$ cat config.mk
export PLATFORM = sky130hd
export DESIGN_NAME = axi4_lite_master_flat
export DESIGN_NICKNAME = d
export VERILOG_FILES = /design/src/rtl/axi4_lite_master_if.sv /design/src/rtl/axi4_lite_master.sv /design/src/flat_wrapper.sv
export SDC_FILE = /design/constraint.sdc
export NUM_CORES = 1
export LEC_CHECK = 0
export CAP_MARGIN = 15
export CORE_ASPECT_RATIO = 1.4
export CORE_MARGIN = 8
export CORE_UTILIZATION = 43
export DETAILED_ROUTE_END_ITERATION = 10
export PLACE_DENSITY = 0.81
export SETUP_SLACK_MARGIN = 0.4
export SLEW_MARGIN = 30
export SYNTH_ARGS = -nofsm -noshare
export SYNTH_HDL_FRONTEND = slang
export SYNTH_SLANG_ARGS = --single-unit
$ cat constraint.sdc
create_clock -name ACLK -period 7.6 [get_ports ACLK]
set_input_delay 2.28 -clock ACLK [delete_from_list [all_inputs] [get_ports ACLK]]
set_output_delay 2.28 -clock ACLK [all_outputs]
set_load 0.01 [all_outputs]
$ cat src/rtl/axi4_lite_master_if.sv
// axi4_lite_master_if
//   Bundles every non-clock signal of axi4_lite_master: the command port,
//   the held-valid response port, the sticky error flag and the five AXI4-Lite
//   channels (AW/W/B/AR/R) toward the downstream slave.
//   modport master : the view of axi4_lite_master itself
//   modport slave  : the view of whatever drives commands and models the slave
// Parameters: ADDRESS (address width), DATA_WIDTH (data width, strobes DATA_WIDTH/8)
interface axi4_lite_master_if #(
    parameter int ADDRESS    = 32,
    parameter int DATA_WIDTH = 32
);
    localparam int STRB_W = DATA_WIDTH / 8;

    // command / response side
    logic                  cmd_valid;
    logic                  cmd_ready;
    logic                  cmd_write;
    logic [ADDRESS-1:0]    cmd_addr;
    logic [DATA_WIDTH-1:0] cmd_wdata;
    logic [STRB_W-1:0]     cmd_wstrb;
    logic                  rsp_valid;
    logic                  rsp_ready;
    logic                  rsp_write;
    logic [DATA_WIDTH-1:0] rsp_rdata;
    logic [1:0]            rsp_resp;
    logic                  err_sticky;
    logic                  err_clear;

    // AXI4-Lite side
    logic [ADDRESS-1:0]    M_AWADDR;
    logic                  M_AWVALID;
    logic                  M_AWREADY;
    logic [DATA_WIDTH-1:0] M_WDATA;
    logic [STRB_W-1:0]     M_WSTRB;
    logic                  M_WVALID;
    logic                  M_WREADY;
    logic [1:0]            M_BRESP;
    logic                  M_BVALID;
    logic                  M_BREADY;
    logic [ADDRESS-1:0]    M_ARADDR;
    logic                  M_ARVALID;
    logic                  M_ARREADY;
    logic [DATA_WIDTH-1:0] M_RDATA;
    logic [1:0]            M_RRESP;
    logic                  M_RVALID;
    logic                  M_RREADY;

    modport master (
        input  cmd_valid, cmd_write, cmd_addr, cmd_wdata, cmd_wstrb, rsp_ready, err_clear,
               M_AWREADY, M_WREADY, M_BRESP, M_BVALID, M_ARREADY, M_RDATA, M_RRESP, M_RVALID,
        output cmd_ready, rsp_valid, rsp_write, rsp_rdata, rsp_resp, err_sticky,
               M_AWADDR, M_AWVALID, M_WDATA, M_WSTRB, M_WVALID, M_BREADY,
               M_ARADDR, M_ARVALID, M_RREADY
    );

    modport slave (
        output cmd_valid, cmd_write, cmd_addr, cmd_wdata, cmd_wstrb, rsp_ready, err_clear,
               M_AWREADY, M_WREADY, M_BRESP, M_BVALID, M_ARREADY, M_RDATA, M_RRESP, M_RVALID,
        input  cmd_ready, rsp_valid, rsp_write, rsp_rdata, rsp_resp, err_sticky,
               M_AWADDR, M_AWVALID, M_WDATA, M_WSTRB, M_WVALID, M_BREADY,
               M_ARADDR, M_ARVALID, M_RREADY
    );
endinterface

$ cat src/rtl/axi4_lite_master.sv
// axi4_lite_master
//   Single-outstanding AXI4-Lite master. A command accepted on the cmd port
//   becomes one AXI write (AW+W then B) or read (AR then R); the result is
//   returned on a held-valid rsp port. Every output is a register.
// Ports:
//   ACLK   : clock, rising edge
//   ARESET : asynchronous active-high reset; aborts any transaction in flight
//   bus    : axi4_lite_master_if.master (cmd/rsp/err + AW/W/B/AR/R channels)
// Build option:
//   AXI4_LITE_MASTER_ERR_STICKY_EN - when defined, err_sticky latches any
//   non-OKAY B/R response until err_clear; otherwise err_sticky is tied 0.
module axi4_lite_master #(
    parameter int ADDRESS    = 32,
    parameter int DATA_WIDTH = 32
) (
    input logic               ACLK,
    input logic               ARESET,
    axi4_lite_master_if.master bus
);
    localparam int STRB_W = DATA_WIDTH / 8;

    typedef enum logic [2:0] {IDLE, WRITE, WRESP, RADDR, RDATA, DONE} state_t;

    state_t                state_q;
    logic                  cmd_ready_q;
    logic                  awvalid_q, wvalid_q, bready_q, arvalid_q, rready_q;
    logic                  aw_done_q, w_done_q;
    logic [ADDRESS-1:0]    awaddr_q, araddr_q;
    logic [DATA_WIDTH-1:0] wdata_q;
    logic [STRB_W-1:0]     wstrb_q;
    logic                  rsp_valid_q, rsp_write_q;
    logic [DATA_WIDTH-1:0] rsp_rdata_q;
    logic [1:0]            rsp_resp_q;

    // READY outputs are only ever high in their own state, so a B/R arriving
    // elsewhere never completes a handshake.
    logic aw_hs, w_hs, b_hs, ar_hs, r_hs;
    assign aw_hs = awvalid_q && bus.M_AWREADY;
    assign w_hs  = wvalid_q  && bus.M_WREADY;
    assign b_hs  = bready_q  && bus.M_BVALID;
    assign ar_hs = arvalid_q && bus.M_ARREADY;
    assign r_hs  = rready_q  && bus.M_RVALID;

    always_ff @(posedge ACLK or posedge ARESET) begin
        if (ARESET) begin
            state_q     <= IDLE;
            cmd_ready_q <= 1'b0;
            awvalid_q   <= 1'b0;
            wvalid_q    <= 1'b0;
            bready_q    <= 1'b0;
            arvalid_q   <= 1'b0;
            rready_q    <= 1'b0;
            aw_done_q   <= 1'b0;
            w_done_q    <= 1'b0;
            awaddr_q    <= '0;
            araddr_q    <= '0;
            wdata_q     <= '0;
            wstrb_q     <= '0;
            rsp_valid_q <= 1'b0;
            rsp_write_q <= 1'b0;
            rsp_rdata_q <= '0;
            rsp_resp_q  <= 2'b00;
        end else begin
            case (state_q)
                IDLE: begin
                    // cmd_ready comes up one cycle after entering IDLE, which
                    // also gives the post-reset behaviour for free.
                    if (cmd_ready_q && bus.cmd_valid) begin
                        cmd_ready_q <= 1'b0;
                        if (bus.cmd_write) begin
                            awaddr_q  <= bus.cmd_addr;
                            wdata_q   <= bus.cmd_wdata;
                            wstrb_q   <= bus.cmd_wstrb;
                            awvalid_q <= 1'b1;
                            wvalid_q  <= 1'b1;
                            aw_done_q <= 1'b0;
                            w_done_q  <= 1'b0;
                            state_q   <= WRITE;
                        end else begin
                            araddr_q  <= bus.cmd_addr;
                            arvalid_q <= 1'b1;
                            state_q   <= RADDR;
                        end
                    end else begin
                        cmd_ready_q <= 1'b1;
                    end
                end
                WRITE: begin
                    if (aw_hs) begin
                        awvalid_q <= 1'b0;
                        aw_done_q <= 1'b1;
                    end
                    if (w_hs) begin
                        wvalid_q <= 1'b0;
                        w_done_q <= 1'b1;
                    end
                    // a handshake in this very cycle counts toward completion
                    if ((aw_done_q || aw_hs) && (w_done_q || w_hs)) begin
                        bready_q <= 1'b1;
                        state_q  <= WRESP;
                    end
                end
                WRESP: begin
                    if (b_hs) begin
                        bready_q    <= 1'b0;
                        rsp_valid_q <= 1'b1;
                        rsp_write_q <= 1'b1;
                        rsp_rdata_q <= '0;
                        rsp_resp_q  <= bus.M_BRESP;
                        state_q     <= DONE;
                    end
                end
                RADDR: begin
                    if (ar_hs) begin
                        arvalid_q <= 1'b0;
                        rready_q  <= 1'b1;
                        state_q   <= RDATA;
                    end
                end
                RDATA: begin
                    if (r_hs) begin
                        rready_q    <= 1'b0;
                        rsp_valid_q <= 1'b1;
                        rsp_write_q <= 1'b0;
                        rsp_rdata_q <= bus.M_RDATA;
                        rsp_resp_q  <= bus.M_RRESP;
                        state_q     <= DONE;
                    end
                end
                DONE: begin
                    if (bus.rsp_ready) begin
                        rsp_valid_q <= 1'b0;
                        state_q     <= IDLE;
                    end
                end
                default: state_q <= IDLE;
            endcase
        end
    end

`ifdef AXI4_LITE_MASTER_ERR_STICKY_EN
    logic err_q, err_d, err_set;
    // set beats clear when both land in the same cycle
    always_comb begin
        err_set = (b_hs && (bus.M_BRESP != 2'b00)) || (r_hs && (bus.M_RRESP != 2'b00));
        err_d   = err_q;
        if (bus.err_clear) err_d = 1'b0;
        if (err_set)       err_d = 1'b1;
    end
    always_ff @(posedge ACLK or posedge ARESET) begin
        if (ARESET) err_q <= 1'b0;
        else        err_q <= err_d;
    end
    assign bus.err_sticky = err_q;
`else
    assign bus.err_sticky = 1'b0;
`endif

    assign bus.cmd_ready = cmd_ready_q;
    assign bus.rsp_valid = rsp_valid_q;
    assign bus.rsp_write = rsp_write_q;
    assign bus.rsp_rdata = rsp_rdata_q;
    assign bus.rsp_resp  = rsp_resp_q;
    assign bus.M_AWADDR  = awaddr_q;
    assign bus.M_AWVALID = awvalid_q;
    assign bus.M_WDATA   = wdata_q;
    assign bus.M_WSTRB   = wstrb_q;
    assign bus.M_WVALID  = wvalid_q;
    assign bus.M_BREADY  = bready_q;
    assign bus.M_ARADDR  = araddr_q;
    assign bus.M_ARVALID = arvalid_q;
    assign bus.M_RREADY  = rready_q;
endmodule

$ cat src/flat_wrapper.sv
// flat-port wrapper written by rule: the top's interface ports become plain ports
module axi4_lite_master_flat 
#(
    parameter int ADDRESS    = 32,
    parameter int DATA_WIDTH = 32
)
  (ACLK, ARESET, bus_cmd_valid, bus_cmd_write, bus_cmd_addr, bus_cmd_wdata, bus_cmd_wstrb, bus_rsp_ready, bus_err_clear, bus_M_AWREADY, bus_M_WREADY, bus_M_BRESP, bus_M_BVALID, bus_M_ARREADY, bus_M_RDATA, bus_M_RRESP, bus_M_RVALID, bus_cmd_ready, bus_rsp_valid, bus_rsp_write, bus_rsp_rdata, bus_rsp_resp, bus_err_sticky, bus_M_AWADDR, bus_M_AWVALID, bus_M_WDATA, bus_M_WSTRB, bus_M_WVALID, bus_M_BREADY, bus_M_ARADDR, bus_M_ARVALID, bus_M_RREADY);
  axi4_lite_master_if #(.ADDRESS(ADDRESS), .DATA_WIDTH(DATA_WIDTH)) bus_i ();
  input logic ACLK;
  input logic ARESET;
  input wire logic [$bits(bus_i.cmd_valid)-1:0] bus_cmd_valid;
  input wire logic [$bits(bus_i.cmd_write)-1:0] bus_cmd_write;
  input wire logic [$bits(bus_i.cmd_addr)-1:0] bus_cmd_addr;
  input wire logic [$bits(bus_i.cmd_wdata)-1:0] bus_cmd_wdata;
  input wire logic [$bits(bus_i.cmd_wstrb)-1:0] bus_cmd_wstrb;
  input wire logic [$bits(bus_i.rsp_ready)-1:0] bus_rsp_ready;
  input wire logic [$bits(bus_i.err_clear)-1:0] bus_err_clear;
  input wire logic [$bits(bus_i.M_AWREADY)-1:0] bus_M_AWREADY;
  input wire logic [$bits(bus_i.M_WREADY)-1:0] bus_M_WREADY;
  input wire logic [$bits(bus_i.M_BRESP)-1:0] bus_M_BRESP;
  input wire logic [$bits(bus_i.M_BVALID)-1:0] bus_M_BVALID;
  input wire logic [$bits(bus_i.M_ARREADY)-1:0] bus_M_ARREADY;
  input wire logic [$bits(bus_i.M_RDATA)-1:0] bus_M_RDATA;
  input wire logic [$bits(bus_i.M_RRESP)-1:0] bus_M_RRESP;
  input wire logic [$bits(bus_i.M_RVALID)-1:0] bus_M_RVALID;
  output wire logic [$bits(bus_i.cmd_ready)-1:0] bus_cmd_ready;
  output wire logic [$bits(bus_i.rsp_valid)-1:0] bus_rsp_valid;
  output wire logic [$bits(bus_i.rsp_write)-1:0] bus_rsp_write;
  output wire logic [$bits(bus_i.rsp_rdata)-1:0] bus_rsp_rdata;
  output wire logic [$bits(bus_i.rsp_resp)-1:0] bus_rsp_resp;
  output wire logic [$bits(bus_i.err_sticky)-1:0] bus_err_sticky;
  output wire logic [$bits(bus_i.M_AWADDR)-1:0] bus_M_AWADDR;
  output wire logic [$bits(bus_i.M_AWVALID)-1:0] bus_M_AWVALID;
  output wire logic [$bits(bus_i.M_WDATA)-1:0] bus_M_WDATA;
  output wire logic [$bits(bus_i.M_WSTRB)-1:0] bus_M_WSTRB;
  output wire logic [$bits(bus_i.M_WVALID)-1:0] bus_M_WVALID;
  output wire logic [$bits(bus_i.M_BREADY)-1:0] bus_M_BREADY;
  output wire logic [$bits(bus_i.M_ARADDR)-1:0] bus_M_ARADDR;
  output wire logic [$bits(bus_i.M_ARVALID)-1:0] bus_M_ARVALID;
  output wire logic [$bits(bus_i.M_RREADY)-1:0] bus_M_RREADY;
  assign bus_i.cmd_valid = bus_cmd_valid;
  assign bus_i.cmd_write = bus_cmd_write;
  assign bus_i.cmd_addr = bus_cmd_addr;
  assign bus_i.cmd_wdata = bus_cmd_wdata;
  assign bus_i.cmd_wstrb = bus_cmd_wstrb;
  assign bus_i.rsp_ready = bus_rsp_ready;
  assign bus_i.err_clear = bus_err_clear;
  assign bus_i.M_AWREADY = bus_M_AWREADY;
  assign bus_i.M_WREADY = bus_M_WREADY;
  assign bus_i.M_BRESP = bus_M_BRESP;
  assign bus_i.M_BVALID = bus_M_BVALID;
  assign bus_i.M_ARREADY = bus_M_ARREADY;
  assign bus_i.M_RDATA = bus_M_RDATA;
  assign bus_i.M_RRESP = bus_M_RRESP;
  assign bus_i.M_RVALID = bus_M_RVALID;
  assign bus_cmd_ready = bus_i.cmd_ready;
  assign bus_rsp_valid = bus_i.rsp_valid;
  assign bus_rsp_write = bus_i.rsp_write;
  assign bus_rsp_rdata = bus_i.rsp_rdata;
  assign bus_rsp_resp = bus_i.rsp_resp;
  assign bus_err_sticky = bus_i.err_sticky;
  assign bus_M_AWADDR = bus_i.M_AWADDR;
  assign bus_M_AWVALID = bus_i.M_AWVALID;
  assign bus_M_WDATA = bus_i.M_WDATA;
  assign bus_M_WSTRB = bus_i.M_WSTRB;
  assign bus_M_WVALID = bus_i.M_WVALID;
  assign bus_M_BREADY = bus_i.M_BREADY;
  assign bus_M_ARADDR = bus_i.M_ARADDR;
  assign bus_M_ARVALID = bus_i.M_ARVALID;
  assign bus_M_RREADY = bus_i.M_RREADY;
  axi4_lite_master #(.ADDRESS(ADDRESS), .DATA_WIDTH(DATA_WIDTH)) u_core (.ACLK(ACLK), .ARESET(ARESET), .bus(bus_i));
endmodule
# ---- Yosys cells after proc, flatten, opt, wreduce, memory -nomap -nowiden
# Cells that the tools add are included.
dict set report classes {
  n_eq_ne 15
  bitwise 1
  muxes 42
  reduce_logical 26
}
# cell count
set ops {}
lappend ops {{two-way mux 32 bit} 2}
lappend ops {{one-hot mux 32 bit (2 select lines)} 1}
lappend ops {{two-way mux 1 bit} 19}
lappend ops {{two-way mux 3 bit} 6}
lappend ops {{one-hot mux 3 bit (6 select lines)} 1}
lappend ops {{one-hot mux 1 bit (2 select lines)} 8}
lappend ops {{AND reduction 4 bit} 4}
lappend ops {{AND reduction 3 bit} 5}
lappend ops {{inequality test 2 x 1 -> 1 bit (second input constant)} 7}
lappend ops {{nonzero test 2 bit} 5}
lappend ops {{logical AND 1 bit} 7}
lappend ops {{== test 3 x 2 -> 1 bit (second input constant)} 2}
lappend ops {{== test 3 bit (second input constant)} 2}
lappend ops {{two-way mux 2 bit} 3}
lappend ops {{inequality test 2 bit (second input constant)} 3}
lappend ops {{AND reduction 6 bit} 1}
lappend ops {{one-hot mux 2 bit (2 select lines)} 1}
lappend ops {{== test 3 x 1 -> 1 bit (second input constant)} 1}
lappend ops {{zero test 3 bit} 1}
lappend ops {{one-hot mux 1 bit (3 select lines)} 1}
lappend ops {{nonzero test 3 bit} 1}
lappend ops {{logical OR 1 bit} 2}
lappend ops {{NOT 1 bit} 1}
dict set report word_totals {
  output_inout_bits 143
  ff_bits 147
  word_cells 101
  inputBits 115
}

# ---- Logic depth before layout (Yosys ltp)
# Gate-level depths: netlist (run 1).
dict set report depth {
  ltp_word 5
  ltp_mapped 7
  ltp_nobuf 4
}

# ---- Worst setup path after synthesis (run 1)
# Ideal clock, no wire load.
dict set report synth_path {
  path_kind {in2reg}
  startpoint {input port bus_cmd_valid}
  endpoint {register u_core.awaddr_q[0], in the netlist u_core.bus.M_AWADDR[0]}
  t_arrival_ns 3.270
  n_path_buf 2
  path_slack_ns 4.203
  setup_ns 0.127
  path_stages 6
  path_cell_list {nand2_1 -> and2b_1 -> and2_4 -> buf_12 -> buf_8 -> mux2_1}
}
dict set report synth_between {
  elab_chain_cells 2
}
# element line_no
set synth_rtl {}
lappend synth_rtl {{from (decl)} flat_wrapper.sv:11} ;# input wire logic [$bits(bus_i.cmd_valid)-1:0] bus_cmd_valid;
lappend synth_rtl {{logical AND 1 bit} axi4_lite_master.sv:68} ;# if (cmd_ready_q && bus.cmd_valid) begin
lappend synth_rtl {{AND reduction 3 bit (no source line)} --}
lappend synth_rtl {{to (signal assigned)} axi4_lite_master.sv:71} ;# awaddr_q <= bus.cmd_addr;
lappend synth_rtl {{to (decl)} axi4_lite_master.sv:28} ;# logic [ADDRESS-1:0] awaddr_q, araddr_q;
# No other way between the ends.
# A chain may end at the register's enable or synchronous reset.

# ---- Worst setup path in the final report (run 1)
dict set report layout_path {
  startpoint {input port bus_cmd_valid}
  endpoint {register u_core.wdata_q[28], in the netlist u_core.bus.M_WDATA[28]}
}
dict set report layout_between {
  elab_chain_cells 2
}
# element line_no
set layout_rtl {}
lappend layout_rtl {{logical AND 1 bit} axi4_lite_master.sv:68}
lappend layout_rtl {{AND reduction 3 bit (no source line)} --}
lappend layout_rtl {{to (signal assigned)} axi4_lite_master.sv:72} ;# wdata_q <= bus.cmd_wdata;
lappend layout_rtl {{to (decl)} axi4_lite_master.sv:29} ;# logic [DATA_WIDTH-1:0] wdata_q;
# No other way between the ends.

==> results of run 1 <==
[registers in the layout (all words and copies together), names as in the netlist]
name                  cells
u_core.state_q            3
u_core.bus.rsp_valid      1
u_core.aw_done_q          1
u_core.bus.rsp_resp       2
u_core.bus.M_AWADDR      32
u_core.bus.rsp_write      1
u_core.bus.rsp_rdata     32
u_core.bus.M_WVALID       1
u_core.bus.cmd_ready      1
u_core.bus.M_WDATA       32
u_core.w_done_q           1
u_core.bus.M_AWVALID      1
u_core.bus.M_RREADY       1
u_core.bus.M_ARVALID      1
u_core.bus.M_BREADY       1
u_core.bus.M_ARADDR      32
u_core.bus.M_WSTRB        4
[where the power goes]
| part | switching, W | internal [W] |
|---|---|---|
| Clock | 0.000319 | 0.000591 |
| Combinational | 0.000643 | 0.00106 |
| Sequential | 0.000247 | 0.00116 |
[metrics by stage]
step | hold WS (ns) | area, um2 | setup slack, ns | util (%)
floorplan | 0.463 | 6030 | 1.37 | -
global placement | 0.467 | 8570 | 2.76 | 61.9
detailed placement | 0.470 | 8600 | 2.74 | 62.1
CTS | 0.487 | 9240 | 3.14 | 66.7
global route | 0.491 | 9240 | 3.05 | 66.7
finish | 0.483 | 9240 | 3.18 | 66.7
[routing by layer]
metal  GRT usage (%)  up-vias  wire [um]
met1            19.6     2087       6190
met5               0        -          0
met4            6.70        0        342
met3            6.74       26       1410
li1                -     1860          -
met2            34.0      197       8880
[layout by cell type (no fill, tap or decap), types with 2 or more instances in the layout]
cell type        instances
clkdlybuf4s50_1        255
dfrtp_1                147
mux2_4                  60
mux2_1                  42
a22o_1                  32
clkbuf_16               17
nand2_1                 16
nor2_1                   8
a21oi_1                  8
bufinv_16                5
inv_6                    3
a31oi_1                  3
o21ai_1                  3
o21ai_0                  3
clkinv_4                 3
buf_4                    3
nand2b_1                 2
nor3_1                   2
a21o_1                   2
nor2b_1                  2
o211ai_1                 2
mux2i_1                  2
clkinv_2                 2
[final timing paths]
path	startpoint	to	slack, ns	cells after the start
max reg2reg	u_core.state_q[1]	u_core.bus.M_WDATA[28]	4.74	5
min	u_core.bus.M_ARADDR[30]	u_core.bus.M_ARADDR[30]	0.48	1
max in group asynchronous	ARESET	u_core.bus.M_ARADDR[11]	3.87	3
min reg2reg	u_core.bus.M_ARADDR[30]	u_core.bus.M_ARADDR[30]	0.48	1
max	bus_cmd_valid	u_core.bus.M_WDATA[28]	3.18	6
min in group asynchronous	ARESET	u_core.bus.M_ARADDR[19]	2.37	2
[worst reg2reg max path, stage by stage (launching register included)]
cell	delay [ns]
dfrtp_1	0.60
nor3_2	0.33
and2b_1	0.20
and2_4	0.73
buf_4	0.54
mux2_4	0.35
[logic make-up after synthesis]
logic type      count (synthesis)
flops                         147
compound gates                 59
simple gates                   39
buf+inv                        27
mux                           104
other cells                     1
[layout make-up]
| cell class | count | area share, % |
|---|---|---|
| clock buffer | 18 | 4.75 |
| tap | 185 | 2.50 |
| timing repair buffer | 259 | 28.2 |
| inverter | 3 | 0.176 |
| clock inverter | 12 | 2.21 |
| multi-input combinational | 203 | 22.4 |
| sequential | 147 | 39.8 |
==> impl_metrics.ini, run 1 <==
[clock_tree]
cts_made_buffers = 17
htreeDepth = 4
clk_path_buf_depth = 2
cts_resized = 0
cts_hold_buffers = 0
cts_sinks = 147
clk_latency_ns = 0.40
cts_tree = built
clk_root_buffer_cell = clkbuf_16
cts_setup_buffers = 0
clkTransAtPathRegs_ns = 0.06

[die]
die_w_um = 116
fp.dieH_um = 156
core_area_mm2 = 0.0138
initial_utilization_pct = 43.6
dieArea_mm2 = 0.0181
ios = 258
row_count = 51

[yosys]
synthTopCellsByArea = dfrtp_1 (61%), mux2_4 (15%), mux2_1 (7.8%)
synth_compound_area_share_pct = 7.49
synth_top_family_by_area = multiplexers
synth_top_area_cell = dfrtp_1
synth_edf_count = 0
syn_inst = 377
synth_most_common_cell = dfrtp_1
syn_avg_cell_area_um2 = 16.0
synthMuxAreaShare_pct = 23.1
ys_types = 39
ys_warn_count = 0
ys_async_sr_fraction_pct = 100
syn_area_mm2 = 0.00603
ys_seq_elements = 147
synth_common_cells = dfrtp_1 (147), mux2_4 (60), mux2_1 (42)
synth_simple_gate_area_share_pct = 3.36
synth.yosys.seq_area_share_pct = 61.0
synth_top_area_share_pct = 61.0
syn_nets = 492
synthAdderAreaFrac_pct = 0
synth_flop_cell = dfrtp_1
post_synth_xor_area_fraction_pct = 0

[setup_path]
crit_family = simple AND/OR/NAND/NOR gates
crit_slowest_cell = and2_4
critPathLaunchType = primary input
critPathArrivalTime_ns = 4.70
path_max_fanout = 50
path_cells = clkdlybuf4s50_1 -> nand2_1 -> and2b_1 -> and2_4 -> buf_4 -> mux2_4
crit_buf_inv = 2
endpoint_kind = flip-flop
worst_ep_required_time_ns = 7.88
critPathKind = in -> reg
slowest_delay_ns = 0.73

[timing]
maxSlewHeadroom_pct = 37.8
finClkSkew_ns = 0.0112
clock.fmax_mhz = 226
setup_violations = 0
slew_violations = 0
hold_viol = 0
period_minus_slack_ns = 4.42
fin_crit_sh_pct = 58.1
rsz0062_at_grt = false
setup_tns_ns = 0
tightest_slew_ns = 0.933

[route]
wire_per_inst_um = 20.3
ant_nets = 0
drtPass1Iterations = 5
drcViolationCount = 0
dr_total_vias = 4170
finalWirelength_mm = 16.8
vias_per_cell = 5.04
dr.first_iter.drc_count = 166

[global_route]
grt_max_degree = 82
grt_overflow = 0
grt_pass1_vias = 4716
grt_pass1_wl_mm = 26.4
grt_usage_pct = 18.9
antenna_found_initial = 0

[place]
placed_cells = 797
place_congestion = 0.789
dp_hpwl_mm = 12.5
io_buffers = 255

[final_layout]
multiInputGateArea_mm2 = 0.00207
layout.cells.non_filler = 827
diodes = 0
area_growth_pct = 53.2
drive_gt1_share_pct = 15.9
nets = 746
n_fill_cell = 996
ff_latch_area_mm2 = 0.00368

[run_status]
outcome = completed

[power]
total_leakage_power_nw = 4.02
power.total_w = 0.00401
power_density_mw_per_mm2 = 434
irDropWorstVdd_mv = 0.241

[job]
drv_cap = 0

[min_path]
hold_class = reg -> reg
(Power assumes the default switching activity.)
==> run 2: changes to the inputs <==
--- a/config.mk
+++ b/config.mk
@@ -8,9 +8,9 @@
 export CAP_MARGIN = 15
 export CORE_ASPECT_RATIO = 1.4
 export CORE_MARGIN = 8
-export CORE_UTILIZATION = 43
+export CORE_UTILIZATION = 38
 export DETAILED_ROUTE_END_ITERATION = 10
-export PLACE_DENSITY = 0.81
+export PLACE_DENSITY = 0.76
 export SETUP_SLACK_MARGIN = 0.4
 export SLEW_MARGIN = 30
 export SYNTH_ARGS = -nofsm -noshare
==> constraint.sdc (replaced) <==
create_clock -name ACLK -period 3.7 [get_ports ACLK]
set_input_delay 1.11 -clock ACLK [delete_from_list [all_inputs] [get_ports ACLK]]
set_output_delay 1.11 -clock ACLK [all_outputs]
set_load 0.01 [all_outputs]
==> run 2 against run 1 <==
Die area rose by 12%. First-iteration DRC count up 34%. Combinational power increased by 110%. Cell count grew 1.8%. Design area rose by 0.31%. Total power grew 100%. Wire length fell by 1.1%. Worst setup slack got worse by 2.1 ns. Clock skew fell by 0.0031 ns. Flip-flop and latch count stayed put. Hold slack barely moved. Critical path type unchanged. Critical endpoint is now u_core.bus.M_WSTRB[3].
==> impl_metrics.ini, run 2 (synthesis results as in run 1) <==
[place]
place_congestion = 0.804
pre_cts_slack_ns = 0.612
placed_cells = 810
dp_hpwl_mm = 12.3
io_buffers = 255

[timing]
tightest_slew_ns = 0.758
setup_ws_ns = 1.06
fin_crit_sh_pct = 71.3
rsz0062_at_grt = false
setup_violations = 0
finClkSkew_ns = 0.00814
clock.fmax_mhz = 379
period_minus_slack_ns = 2.64
maxSlewHeadroom_pct = 49.5
hold_viol = 0
setup_tns_ns = 0
slew_violations = 0

[global_route]
grt_max_degree = 148
grt_usage_pct = 16.6
antenna_found_initial = 0
grt_overflow = 0
grt_pass1_vias = 4720
grt_pass1_wl_mm = 25.8

[route]
drcViolationCount = 0
finalWirelength_mm = 16.6
drtPass1Iterations = 4
vias_per_cell = 4.90
dr.first_iter.drc_count = 222
wire_per_inst_um = 19.7
ant_nets = 0
dr_total_vias = 4126

[final_layout]
ff_latch_area_mm2 = 0.00368
area_growth_pct = 53.6
mostFrequentLayoutCell = clkdlybuf4s50_1
nets = 748
layout.cells.non_filler = 842
n_fill_cell = 1252
layout_common_cells = clkdlybuf4s50_1 (255), dfrtp_1 (147), mux2_4 (60)
multiInputGateArea_mm2 = 0.00207
diodes = 0
drive_gt1_share_pct = 16.4

[clock_tree]
clk_latency_ns = 0.41
clkTransAtPathRegs_ns = 0.06
cts_made_buffers = 17
cts_hold_buffers = 0
cts_setup_buffers = 0
htreeDepth = 4
cts_resized = 0
clk_path_buf_depth = 2
cts_tree = built
clk_root_buffer_cell = clkbuf_16
cts_sinks = 147

[setup_path]
critPathArrivalTime_ns = 2.92
reg2reg_from = u_core.state_q[1]
reg2reg_to = u_core.bus.M_WSTRB[3]
crit_end = u_core.bus.M_WSTRB[3]
worst_ep_required_time_ns = 3.99
critPathLaunchType = primary input
reg2reg_depth = 5
crit_slowest_cell = clkdlybuf4s50_1
slowest_delay_ns = 0.49
path_cells = clkdlybuf4s50_1 -> nand2_1 -> and2b_1 -> and2_4 -> buf_12 -> mux2_1
r2r_setup_slack_ns = 1.48
startpoint = bus_cmd_valid
critPathKind = in -> reg
endpoint_kind = flip-flop
path_max_fanout = 29

[power]
irDropWorstVdd_mv = 0.429
power_density_mw_per_mm2 = 876
total_leakage_power_nw = 4.02

[die]
dieArea_mm2 = 0.0202
fp.dieH_um = 165
initial_utilization_pct = 38.8
ios = 258
row_count = 54
core_area_mm2 = 0.0155
die_w_um = 122

[min_path]
hold_class = reg -> reg

[job]
drv_cap = 0

[run_status]
outcome = completed
==> run 2: cell count changes in the layout (fill, tap and decap cells not counted), sizes merged <==
cell and delta:
buf +2, clkbuf +4, inv -1, bufinv -3, clkinv -1, clkinvlp +3
==> run 2: how the worst min path moves through the flow <==
stage / from / to / slack, ns / cells after the start
after floorplan: u_core.aw_done_q / u_core.aw_done_q / 0.46 / 2
after global placement: u_core.bus.M_ARADDR[25] / u_core.bus.M_ARADDR[25] / 0.47 / 1
after detailed placement: u_core.bus.M_ARADDR[3] / u_core.bus.M_ARADDR[3] / 0.48 / 1
after CTS: u_core.bus.M_ARADDR[3] / u_core.bus.M_ARADDR[3] / 0.49 / 1
after global routing: u_core.bus.M_AWADDR[1] / u_core.bus.M_AWADDR[1] / 0.51 / 1
final: u_core.bus.M_ARADDR[3] / u_core.bus.M_ARADDR[3] / 0.48 / 1
==> run 2: metal layers <==
layer	routed length (um)	vias to the layer above	share of wire, %	global-route usage (%)
met5	0	-	0	0
met4	376	0	2.3	6.84
met3	1460	24	8.8	6.19
met2	8530	169	51	28.7
met1	6260	2070	38	17.8
li1	-	1863	-	-
==> run 2: per-stage QoR <==
stage | total power, W | area [um2] | utilization, % | hold WS [ns]
floorplan | 0.00431 | 6040 | - | 0.463
global placement | 0.00631 | 8650 | 55.7 | 0.467
detailed placement | 0.00643 | 8660 | 55.7 | 0.475
CTS | 0.00825 | 9270 | 59.7 | 0.489
global route | 0.00857 | 9270 | 59.7 | 0.510
finish | 0.00812 | 9270 | 59.7 | 0.483
==> run 2: final cells by class <==
| class | count | share of cell area [%] |
|---|---|---|
| sequential | 147 | 39.7 |
| tap | 196 | 2.65 |
| multi-input combinational | 203 | 22.3 |
| clock buffer | 22 | 5.33 |
| timing repair buffer | 261 | 28.6 |
| inverter | 3 | 0.162 |
| clock inverter | 10 | 1.30 |
==> run 2: where the power goes <==
group / switching (W) / internal (W)
combinational: 0.00131 / 0.00218
clock: 0.000665 / 0.00109
sequential: 0.000504 / 0.00237
total: 0.00248 / 0.00564
==> run 2: worst max-delay path, delay by kind of cell <==
family | cells | cell delay (ns)
mux | 1 | 0.35
simple gates | 3 | 0.66
buf+inv | 2 | 0.78
==> run 3: changes to the inputs <==
==> constraint.sdc (replaced) <==
create_clock -name ACLK -period 2.2 [get_ports ACLK]
set_input_delay 0.66 -clock ACLK [delete_from_list [all_inputs] [get_ports ACLK]]
set_output_delay 0.66 -clock ACLK [all_outputs]
set_load 0.01 [all_outputs]
==> run 3 against run 2 <==
Utilization is 0.71 points higher. Global-route usage rose by 0.28 points. Flip-flop and latch count stayed put. Clock power increased by 56%. Cell count grew 3.1%. Clock skew increased by 0.0011 ns. Register-to-register slack worse by 1.1 ns. Highest routed layer unchanged.
==> impl_metrics.ini, run 3 (synthesis results as in run 1) <==
[clock_tree]
clk_latency_ns = 0.41
htreeDepth = 4
cts_tree = built
cts_sinks = 147
clk_root_buffer_cell = clkbuf_16
cts_made_buffers = 17
clkTransAtPathRegs_ns = 0.07
clk_path_buf_depth = 2

[die]
fp.dieH_um = 165
die_w_um = 122
initial_utilization_pct = 38.8
row_count = 54
core_area_mm2 = 0.0155
ios = 258
dieArea_mm2 = 0.0202

[timing]
fin_crit_sh_pct = 83.7
period_minus_slack_ns = 1.84
rsz0062_at_grt = true
clock.fmax_mhz = 543
slew_violations = 0
setup_violations = 0
finClkSkew_ns = 0.00923
hold_viol = 0
tightest_slew_ns = 0.514
maxSlewHeadroom_pct = 65.5
setup_ws_ns = 0.359

[job]
drv_cap = 0

[route]
dr_total_vias = 4226
drtPass1Iterations = 4
drcViolationCount = 0
dr.first_iter.drc_count = 199
ant_nets = 0
vias_per_cell = 4.87
wire_per_inst_um = 19.5
finalWirelength_mm = 16.9

[power]
power_density_mw_per_mm2 = 1320
total_leakage_power_nw = 4.47
irDropWorstVdd_mv = 0.622
p_sw_w = 0.00410
seq_power_share_pct = 36.5
swShare_pct = 33.1
power.total_w = 0.0124
p_comb_share_pct = 41.5
pwr-share-clk_pct = 22.0
p_int_w = 0.00828

[global_route]
grt_pass1_vias = 4788
antenna_found_initial = 0
grt_overflow = 0
grt_max_degree = 75
grt_usage_pct = 16.8
grt_pass1_wl_mm = 26.3

[setup_path]
path_cells = nor3_4 -> and2b_2 -> and2_4 -> buf_12 -> clkbuf_16 -> mux2_4
critPathArrivalTime_ns = 2.14
critPathKind = reg -> reg
critPathLaunchType = flip-flop
crit_family = simple AND/OR/NAND/NOR gates
slowest_delay_ns = 0.41
endpoint_kind = flip-flop
crit_buf_inv = 2
path_max_fanout = 8
crit_slowest_cell = dfrtp_1
worst_ep_required_time_ns = 2.50

[run_status]
outcome = completed

[place]
io_buffers = 255
place_congestion = 0.824
dp_hpwl_mm = 12.5
dpl-instance-area_mm2 = 0.00882
pre_cts_slack_ns = -0.201

[final_layout]
mostFrequentLayoutCell = dfrtp_1
multiInputGateArea_mm2 = 0.00209
nets = 774
ff_latch_area_mm2 = 0.00368
area_growth_pct = 55.5
n_fill_cell = 1240
drive_gt1_share_pct = 20.7
finalInstanceArea_mm2 = 0.00938
diodes = 0
utilization_pct = 60.4
layout_common_cells = dfrtp_1 (146), dlygate4sd2_1 (123), clkdlybuf4s50_1 (111)

[min_path]
hold_class = reg -> reg
run 3: cell types whose count changed in the layout (fill, tap and decap cells not counted), sizes merged, moves of 2 or more:
cell and delta:
dlygate4sd2 +123, clkdlybuf4s15 +16, bufinv -2, clkinvlp +2
buf +25, inv +4, clkdlybuf4s50 -144, clkbuf +2
run 3: power by group through the flow:
stage | logic (W) | clock network (W) | registers (W)
after detailed placement | 0.00577 | 0 | 0.00460
after global routing | 0.00551 | 0.00291 | 0.00468
final | 0.00513 | 0.00273 | 0.00452
after global placement | 0.00565 | 0 | 0.00454
after CTS | 0.00516 | 0.00280 | 0.00453
after floorplan | 0.00221 | 0 | 0.00505
run 3: path summary, 6_finish.rpt:
kind	startpoint	endpoint	slack (ns)	cells after the start
max in group asynchronous	ARESET	u_core.state_q[2]	1.11	3
min in group asynchronous	ARESET	u_core.bus.M_AWADDR[30]	0.73	3
worst max register to register	u_core.state_q[1]	u_core.bus.M_AWADDR[24]	0.36	6
worst min register to register	u_core.bus.M_ARADDR[7]	u_core.bus.M_ARADDR[7]	0.48	1
worst max-delay path	u_core.state_q[1]	u_core.bus.M_AWADDR[24]	0.36	6
worst min-delay path	u_core.bus.M_ARADDR[7]	u_core.bus.M_ARADDR[7]	0.48	1
run 3: per-layer routing:
metal  GRT usage [%]  vias up  routed length [um]
met5               0        -                   0
met4            7.95        0                 351
met3            5.95       25                1500
met2            28.8      181                8720
met1            18.3     2100                6360
li1                -     1920                   -
run 3: metrics by stage:
stage	instances	hold slack [ns]	TNS, ns
floorplan	377	0.463	-45.13
detailed placement	825	0.474	-17.45
global route	868	0.497	0
global placement	825	0.467	-12.79
CTS	865	0.483	0
finish	868	0.478	0
run 3: cell type report:
type	count	share of cell area, %
inverters	3	0.160
clock inverters	13	1.21
multi-input cells	203	22.3
flip-flops and latches	147	39.2
clock buffers	19	4.72
well taps	196	2.61
repair buffers	287	29.8
run 3: what timing repair did:
action / 4_1_cts / 5_1_grt
cloned: 2 / 1
setup endpoints to repair: 262 / 123
hold buffers: 0 / 0
resized for setup: 153 / 24
buffers inserted: 6 / 2
pin swaps: 2 / 3
